**src/rtl/pipe_ctrl.sv**
```systemverilog
// Pipeline hazard controller: PC/stage enables, bubble inserts, halt tracking
// and saturating stall/flush statistics.
module pipe_ctrl #(
    parameter int unsigned CNT_W = 16
) (
    input  logic             CLK,
    input  logic             nRST,
    input  logic             ihit,
    input  logic             dhit,
    input  logic             d_ren_ex,
    input  logic [4:0]       wsel_ex,
    input  logic [4:0]       rsel1_dc,
    input  logic [4:0]       rsel2_dc,
    input  logic             d_ren_mem,
    input  logic             d_wen_mem,
    input  logic             br_taken_mem,
    input  logic             halt_mem,
    output logic             pc_en,
    output logic             pipe1_en,
    output logic             pipe2_en,
    output logic             pipe3_en,
    output logic             pipe4_en,
    output logic             flushed1,
    output logic             flushed2,
    output logic             flushed3,
    output logic             halted,
    output logic [CNT_W-1:0] stall_cnt,
    output logic [CNT_W-1:0] flush_cnt
);

    typedef enum logic [1:0] {
        RUN    = 2'd0,
        DWAIT  = 2'd1,
        HALTED = 2'd2
    } state_t;

    state_t state, state_n;

    logic dreq;
    logic freeze;
    logic lduse;
    logic br_take;
    logic stall_inc;

    assign dreq   = d_ren_mem | d_wen_mem;
    assign freeze = dreq & ~dhit;
    assign lduse  = d_ren_ex & (wsel_ex != 5'd0) &
                    ((wsel_ex == rsel1_dc) | (wsel_ex == rsel2_dc));

    // State register
    always_ff @(posedge CLK or negedge nRST) begin
        if (!nRST) begin
            state <= RUN;
        end else begin
            state <= state_n;
        end
    end

    // Next state and enables/flushes, events in priority order
    always_comb begin
        state_n  = state;
        pc_en    = 1'b1;
        pipe1_en = 1'b1;
        pipe2_en = 1'b1;
        pipe3_en = 1'b1;
        pipe4_en = 1'b1;
        flushed1 = 1'b0;
        flushed2 = 1'b0;
        flushed3 = 1'b0;
        br_take  = 1'b0;

        case (state)
            HALTED: begin
                pc_en    = 1'b0;
                pipe1_en = 1'b0;
                pipe2_en = 1'b0;
                pipe3_en = 1'b0;
                pipe4_en = 1'b0;
            end
            default: begin
                if (freeze) begin
                    state_n  = DWAIT;
                    pc_en    = 1'b0;
                    pipe1_en = 1'b0;
                    pipe2_en = 1'b0;
                    pipe3_en = 1'b0;
                    pipe4_en = 1'b0;
                end else if (halt_mem) begin
                    // Let the halt retire into mem_wb, squash everything behind it
                    state_n  = HALTED;
                    pc_en    = 1'b0;
                    pipe1_en = 1'b0;
                    pipe2_en = 1'b0;
                    pipe3_en = 1'b0;
                    flushed3 = 1'b1;
                end else begin
                    state_n = RUN;
                    if (br_taken_mem) begin
                        br_take  = 1'b1;
                        flushed1 = 1'b1;
                        flushed2 = 1'b1;
                        flushed3 = 1'b1;
                    end else if (lduse) begin
                        pc_en    = 1'b0;
                        pipe1_en = 1'b0;
                        flushed2 = 1'b1;
                    end else if (!ihit) begin
                        pc_en    = 1'b0;
                        pipe1_en = 1'b0;
                        flushed1 = 1'b1;
                    end
                end
            end
        endcase
    end

    assign halted    = (state == HALTED);
    assign stall_inc = (state != HALTED) & ~pc_en;

    // Saturating statistics counters
    always_ff @(posedge CLK or negedge nRST) begin
        if (!nRST) begin
            stall_cnt <= '0;
            flush_cnt <= '0;
        end else begin
            if (stall_inc && (stall_cnt != {CNT_W{1'b1}})) begin
                stall_cnt <= stall_cnt + CNT_W'(1);
            end
            if (br_take && (flush_cnt != {CNT_W{1'b1}})) begin
                flush_cnt <= flush_cnt + CNT_W'(1);
            end
        end
    end

endmodule

```
**config.mk**
```make
export PLATFORM = sky130hd
export DESIGN_NAME = pipe_ctrl
export DESIGN_NICKNAME = d
export VERILOG_FILES = /design/src/rtl/pipe_ctrl.sv
export SDC_FILE = /design/constraint.sdc
export NUM_CORES = 1
export LEC_CHECK = 0
export ABC_AREA = 0
export CORE_MARGIN = 3
export CORE_UTILIZATION = 45
export CTS_BUF_LIST = sky130_fd_sc_hd__clkbuf_2
export DETAILED_ROUTE_END_ITERATION = 8
export GPL_TIMING_DRIVEN = 0
export PLACE_DENSITY = 0.82
export SYNTH_ARGS = -nofsm -noshare
export SYNTH_HDL_FRONTEND = slang
export SYNTH_SLANG_ARGS = --single-unit
```
**constraint.sdc**
```tcl
create_clock -name CLK -period 4.8 [get_ports CLK]
set_input_delay 0.72 -clock CLK [delete_from_list [all_inputs] [get_ports CLK]]
set_output_delay 0.72 -clock CLK [all_outputs]
set_load 0.05 [all_outputs]
```
==> results.md, run 1 <==
- Outcome: finished clean
- Final hold vios: 0
- Clock Latency Late Sink: 0.37 ns
- Period utilization: 0.818
- DRT Wirelength: 3870 um
- Hold_buf cts: 0
- CTS root buf: clkbuf_2
- Vias: 1,463
- Largest net degree at the start of global routing: 35
- Slew HR: 0.514
- RSZ-0062 raised after global routing: false
- Post_cts resized: 0
- Flop pwr share: 0.395
- Final ANT Viol Nets: 0
- Switching pwr: 434 uW
- Layout cell share with drive strength beyond 1: 0.100
- Top cells by count, synth: dfrtp_1 (34), xnor2_1 (22), xor2_1 (17)
- Antenna violations before repair: 0
- Sum of negative setup slack: 0 ns
- Fmax: 0.255 GHz
- Crit end category: output pin
- DR WL met2: 1920 um
- Die area: 4810 um2
- Crit path launch type: primary input
- Final setup skew: 0.00981 ns
- Int Pwr: 535 uW
- Critical-path top delay cell: clkdlybuf4s50_1
- Worst path required time: 4.08 ns
- Clock Sinks: 34
- Min Tclk post-route: 3.93 ns
- Number of buffers added on ports: 64
- Maximum VDD drop: 0.433 mV
- Buffers plus inverters on the worst setup path: 3
- Avg Vias per Cell: 5.10
- Crit path launch: wsel_ex[1]
- Clk pin slew, worst setup/hold paths: 0.18 ns
- Mapped Cells: 167
- Worst R2R Start: stall_cnt[0]
- Post-synth top area share: 0.471
- Switching power share of the total: 0.448
- Share of the yosys chip area belonging to registers: 0.471
- Row cnt: 22
- Clock power share: 0.137
- Max cap viols: 0
- Initial Util: 0.479
- Most common cell in the netlist: dfrtp_1
- Final antenna diode count: 0
- Slew Limit Fails: 0
- FF-to-FF setup slack: 2.50 ns
- Die Ht: 69.3 um
- Hold WS: 0.376 ns
- Post-place setup slack: 0.858 ns
- Combinational Power Share: 0.468
- H-tree lvl count: 2
- Clk buf depth: 2
- Post-synth top area cell: dfrtp_1
- Starting DRT DRC Count: 69
- Least-Margin Pin Slew: 0.729 ns
- Core Area: 3770 um2
- Top_reg_cell synth: dfrtp_1
- Fillcell total: 316
- Buffers inserted by post-CTS timing repair: 0
- Final Setup Violations: 0
- Synthesized area: 1810 um2
- Worst EP arrival: 3.21 ns
- Max incr delay on CP: 0.79 ns
- Dpl hpwl: 3030 um
- Yosys warns: 0
- Placer congestion estimate: 0.787
- #FFs+latches synth: 34
- Setup ws final: 0.872 ns
- DR DRC count: 0
- Syn-to-layout area delta: 40.8%
- Synth async-reset ratio: 1.00
- Met3 Routed Length: 207 um
- Top-level I/O count: 65
- First-pass GRT wire length: 6820 um
- Global Route Usage Sum: 0.172
- Top Layer Used: met4
- Distinct cells, synth: 40
- Leak Pwr: 0.00108 uW
- Worst min-delay path category: primary input to asynchronous set/reset pin
- Synthesized area per cell: 10.8 um2
- GR Overflow Total: 0
- Syn Nets: 193
- Synth top area cells: dfrtp_1 (47%), xnor2_1 (11%), xor2_1 (8.2%)
- Number of detailed-route iterations in the first pass: 4
- Post-synth EDFFs: 0
- Final net count: 264
- P per Cell Area: 381 nW/um2
- Worst path most repeated cell: clkdlybuf4s50_1
- Crit-path leading delay family: buffers and inverters
- Vias in the first global route: 1,495
- Num CTS Buffers: 5
- Cell Chain, Critical Path: clkdlybuf4s50_1 -> or4_1 -> o21ai_0 -> nor2_1 -> nor2b_1 -> o21a_1 -> buf_4 -> clkdlybuf4s50_1
- Routed metal-1 wirelength: 1730 um
- Pwr Total: 969 uW
- DR WL/cell: 13.5 um
- Critical Setup Path Class: primary input to output pin
- TritonCTS clock tree: built
- Critical path peak fanout: 3
- Die Wd: 69.3 um
-- layer usage --
layer / global-route usage / vias up
met5: 0 / -
met4: 0.0521 / 0
met3: 0.0449 / 2
met2: 0.284 / 39
met1: 0.221 / 706
li1: - / 716
-- through the flow --
stage,area [um2],utilization,std cells
floorplan,1810,-,167
global placement,2510,0.665,279
detailed placement,2500,0.663,279
CTS,2540,0.674,287
global route,2540,0.674,287
finish,2540,0.674,287
-- logic make-up (layout without fill, tap and decap cells) --
group                    count (synthesis)  after routing  share of synthesized area
AO/OA/AOI/OAI                           14             14                     0.0679
adder cells (fa/ha/maj)                  2              2                     0.0139
buffers and inverters                    6             78                     0.0215
AND/OR/NAND/NOR                         70             70                      0.224
flip-flops                              34             34                      0.471
multiplexers                             2              2                     0.0125
XOR/XNOR                                39             39                      0.189
-- area by class of cell --
type | instances | area (um2) | area share
Buffer | 5 | 35.0 | 0.0138
Clock buffer | 5 | 25.0 | 0.00984
Clock inverter | 3 | 16.3 | 0.00640
Inverter | 1 | 3.75 | 0.00148
Multi-Input combinational cell | 127 | 916 | 0.360
Sequential cell | 34 | 851 | 0.335
Tap cell | 48 | 60.1 | 0.0236
Timing Repair Buffer | 64 | 636 | 0.250
-- state kept, by name, summed over array words and instances (netlist names) --
register and cells:
flush_cnt 16, stall_cnt 16, state 2
-- cell usage in the layout, fill, tap and decap left out, drive strengths merged, types with 2 or more instances in the layout --
cell | synthesis | layout
clkdlybuf4s50 | 0 | 63
xor2 | 17 | 17
nor2 | 12 | 12
mux2 | 2 | 2
and4 | 4 | 4
o21bai | 2 | 2
nand2 | 15 | 15
clkinv | 0 | 2
ha | 2 | 2
buf | 4 | 5
xnor2 | 22 | 22
dfrtp | 34 | 34
nor2b | 3 | 3
or4 | 3 | 3
nand3 | 9 | 9
and2 | 2 | 2
o21a | 4 | 4
clkbuf | 1 | 6
nor3 | 3 | 3
nand4 | 8 | 8
and3 | 8 | 8
-- worst paths after layout --
| path | to | depth (start not counted) |
|---|---|---|
| worst max register to register | stall_cnt[5] | 9 |
| worst min-delay path | flush_cnt[13] | 1 |
| worst min register to register | flush_cnt[8] | 1 |
| max in group asynchronous | stall_cnt[3] | 1 |
| min in group CLK | flush_cnt[8] | 1 |
| worst max-delay path | pipe1_en | 8 |
-- power groups by stage --
stage,Combinational (uW),Sequential [uW],Clock (uW)
2_1_floorplan,162,519,0
3_3_place_gp,451,387,0
3_5_place_dp,455,388,0
4_1_cts,458,383,139
5_1_grt,482,392,151
6_report,453,383,133
(Power assumes the default switching activity.)
==> run 2, diff against run 1 <==
--- a/config.mk
+++ b/config.mk
@@ -7,11 +7,11 @@
 export LEC_CHECK = 0
 export ABC_AREA = 0
 export CORE_MARGIN = 3
-export CORE_UTILIZATION = 45
+export CORE_UTILIZATION = 42
 export CTS_BUF_LIST = sky130_fd_sc_hd__clkbuf_2
 export DETAILED_ROUTE_END_ITERATION = 8
 export GPL_TIMING_DRIVEN = 0
-export PLACE_DENSITY = 0.82
+export PLACE_DENSITY = 0.81
 export SYNTH_ARGS = -nofsm -noshare
 export SYNTH_HDL_FRONTEND = slang
 export SYNTH_SLANG_ARGS = --single-unit
==> constraint.sdc (replaced) <==
create_clock -name CLK -period 3.25 [get_ports CLK]
set_input_delay 0.4875 -clock CLK [delete_from_list [all_inputs] [get_ports CLK]]
set_output_delay 0.4875 -clock CLK [all_outputs]
set_load 0.05 [all_outputs]
==> run 2 against run 1 <==
  * Clock power up 41%
  * Sequential share of layout area up 0.083 points
  * Setup slack got worse by 0.71 ns
  * Highest routed layer unchanged
  * Via count rose by 1.0%
  * Die area rose by 6.5%
  * Clock skew increased by 0.0057 ns
  * First-iteration DRC count decreased by 22%
==> results.md, run 2 (synthesized netlist as in run 1, its figures left out) <==
- Num CTS Buffers: 5
- Number of detailed-route iterations in the first pass: 4
- Final Cell Area: 2540 um2
- Routed metal-1 wirelength: 1700 um
- Die Wd: 71.6 um
- Worst path required time: 2.76 ns
- Final setup skew: 0.0155 ns
- RSZ-0062 raised after global routing: false
- First-pass GRT wire length: 7020 um
- Clk pin slew, worst setup/hold paths: 0.15 ns
- Worst min-delay path category: primary input to asynchronous set/reset pin
- Clk buf depth: 2
- Initial Util: 0.442
- Setup ws final: 0.162 ns
- Clock Sinks: 34
- Leading cell type in the layout, fill and taps excluded: clkdlybuf4s50_1
- DR DRC count: 0
- DP Area: 2500 um2
- Final ANT Viol Nets: 0
- Syn-to-layout area delta: 40.5%
- Worst Reg-to-Reg Cells: 9
- Crit path launch type: primary input
- Number of buffers added on ports: 64
- P per Cell Area: 561 nW/um2
- Starting DRT DRC Count: 54
- Final Setup Violations: 0
- Leak Pwr: 0.00111 uW
- Pwr Total: 1420 uW
- Min Tclk post-route: 3.09 ns
- DR WL met2: 2160 um
- Slew Limit Fails: 0
- Clock Latency Late Sink: 0.38 ns
- Final antenna diode count: 0
- Dpl hpwl: 3140 um
- Fmax: 0.324 GHz
- Final hold vios: 0
- Final net count: 264
- Buffers inserted by post-CTS timing repair: 0
- H-tree lvl count: 2
- Slew HR: 0.513
- Placer congestion estimate: 0.741
- Layout cell share with drive strength beyond 1: 0.105
- Die area: 5120 um2
- Antenna violations before repair: 0
- Critical path peak fanout: 3
- Fillcell total: 354
- FF-to-FF setup slack: 0.94 ns
- Vias in the first global route: 1,509
- DRT Wirelength: 4100 um
- Met3 Routed Length: 176 um
- Final Util: 0.621
- Vias: 1,478
- GR Overflow Total: 0
- Largest net degree at the start of global routing: 35
- Worst EP arrival: 2.60 ns
- Row cnt: 23
- Avg Vias per Cell: 5.13
- Worst R2R Start: stall_cnt[0]
- Maximum VDD drop: 0.487 mV
- Commonest non-fill, non-tap cells in the layout: clkdlybuf4s50_1 (59), dfrtp_1 (34), xnor2_1 (22)
- Critical Setup Path Class: primary input to output pin
- Period utilization: 0.950
- Top Layer Used: met4
- Crit end category: output pin
- CTS root buf: clkbuf_2
- Hold WS: 0.146 ns
- Max cap viols: 0
- FF-to-FF End: stall_cnt[5]
- Core Area: 4090 um2
- Top-level I/O count: 65
- Top flop regs: flush_cnt x16, stall_cnt x16, state x2
- TritonCTS clock tree: built
- Post-place setup slack: -0.216 ns
- Outcome: finished clean
- DR WL/cell: 14.2 um
- Hold_buf cts: 0
- Least-Margin Pin Slew: 0.731 ns
- Global Route Usage Sum: 0.177
- Die Ht: 71.6 um
-- run 2: cell count changes in the layout (fill, tap and decap cells not counted) --
cell,previous run,this run
clkbuf_2,5,7
clkdlybuf4s50_1,63,59
buf_4,2,3
dlymetal6s2s_1,0,1
clkinv_2,1,0
clkinvlp_4,1,0
clkinv_1,1,0
dlygate4sd2_1,0,2
-- run 2: what timing repair did --
action / CTS / global route
endpoints found under the setup margin: 3 / 2
resized for setup: 3 / 3
pin swaps: 0 / 0
-- run 2: per-stage QoR --
step | instances | setup TNS, ns
floorplan | 167 | 0
global placement | 281 | -0.397
detailed placement | 281 | -0.433
CTS | 288 | 0
global route | 288 | 0
finish | 288 | 0
-- run 2: how the worst max path moves through the flow --
stage	from	to	slack (ns)	depth (start not counted)
6_report	wsel_ex[1]	pc_en	0.16	7
5_1_grt	wsel_ex[1]	pc_en	0.02	7
4_1_cts	wsel_ex[1]	flushed2	0.06	6
3_5_place_dp	wsel_ex[2]	pipe1_en	-0.22	8
3_3_place_gp	wsel_ex[1]	pipe1_en	-0.21	8
2_1_floorplan	state[0]	flushed3	0.53	3
-- run 2: metal layers --
layer	vias to the layer above	global-route usage
met2	30	0.296
met1	723	0.211
met5	-	0
li1	718	-
met3	7	0.0603
met4	0	0.0647
-- run 2: report_power, final --
group / leakage [uW] / internal, uW / total [uW] / switching [uW]
Combinational: 0.000634 / 252 / 669 / 417
Sequential: 0.000450 / 487 / 567 / 79.8
Clock: 0.0000291 / 56.0 / 187 / 131
Total: 0.00111 / 795 / 1420 / 628
-- run 2: final cells by class --
cell class | instances | area, um2 | area share
inverters | 1 | 3.75 | 0.00148
plain buffers | 5 | 35.0 | 0.0138
clock buffers | 7 | 35.0 | 0.0138
well taps | 50 | 62.6 | 0.0247
flip-flops and latches | 34 | 851 | 0.335
repair buffers | 64 | 633 | 0.250
multi-input cells | 127 | 916 | 0.361
-- run 2: worst max-delay path: stages --
cell             delay, ns
clkdlybuf4s50_1       0.47
or4_1                 0.54
o21ai_0               0.22
nor2_1                0.10
nor2b_1               0.12
o21a_1                0.13
dlygate4sd2_1         0.54
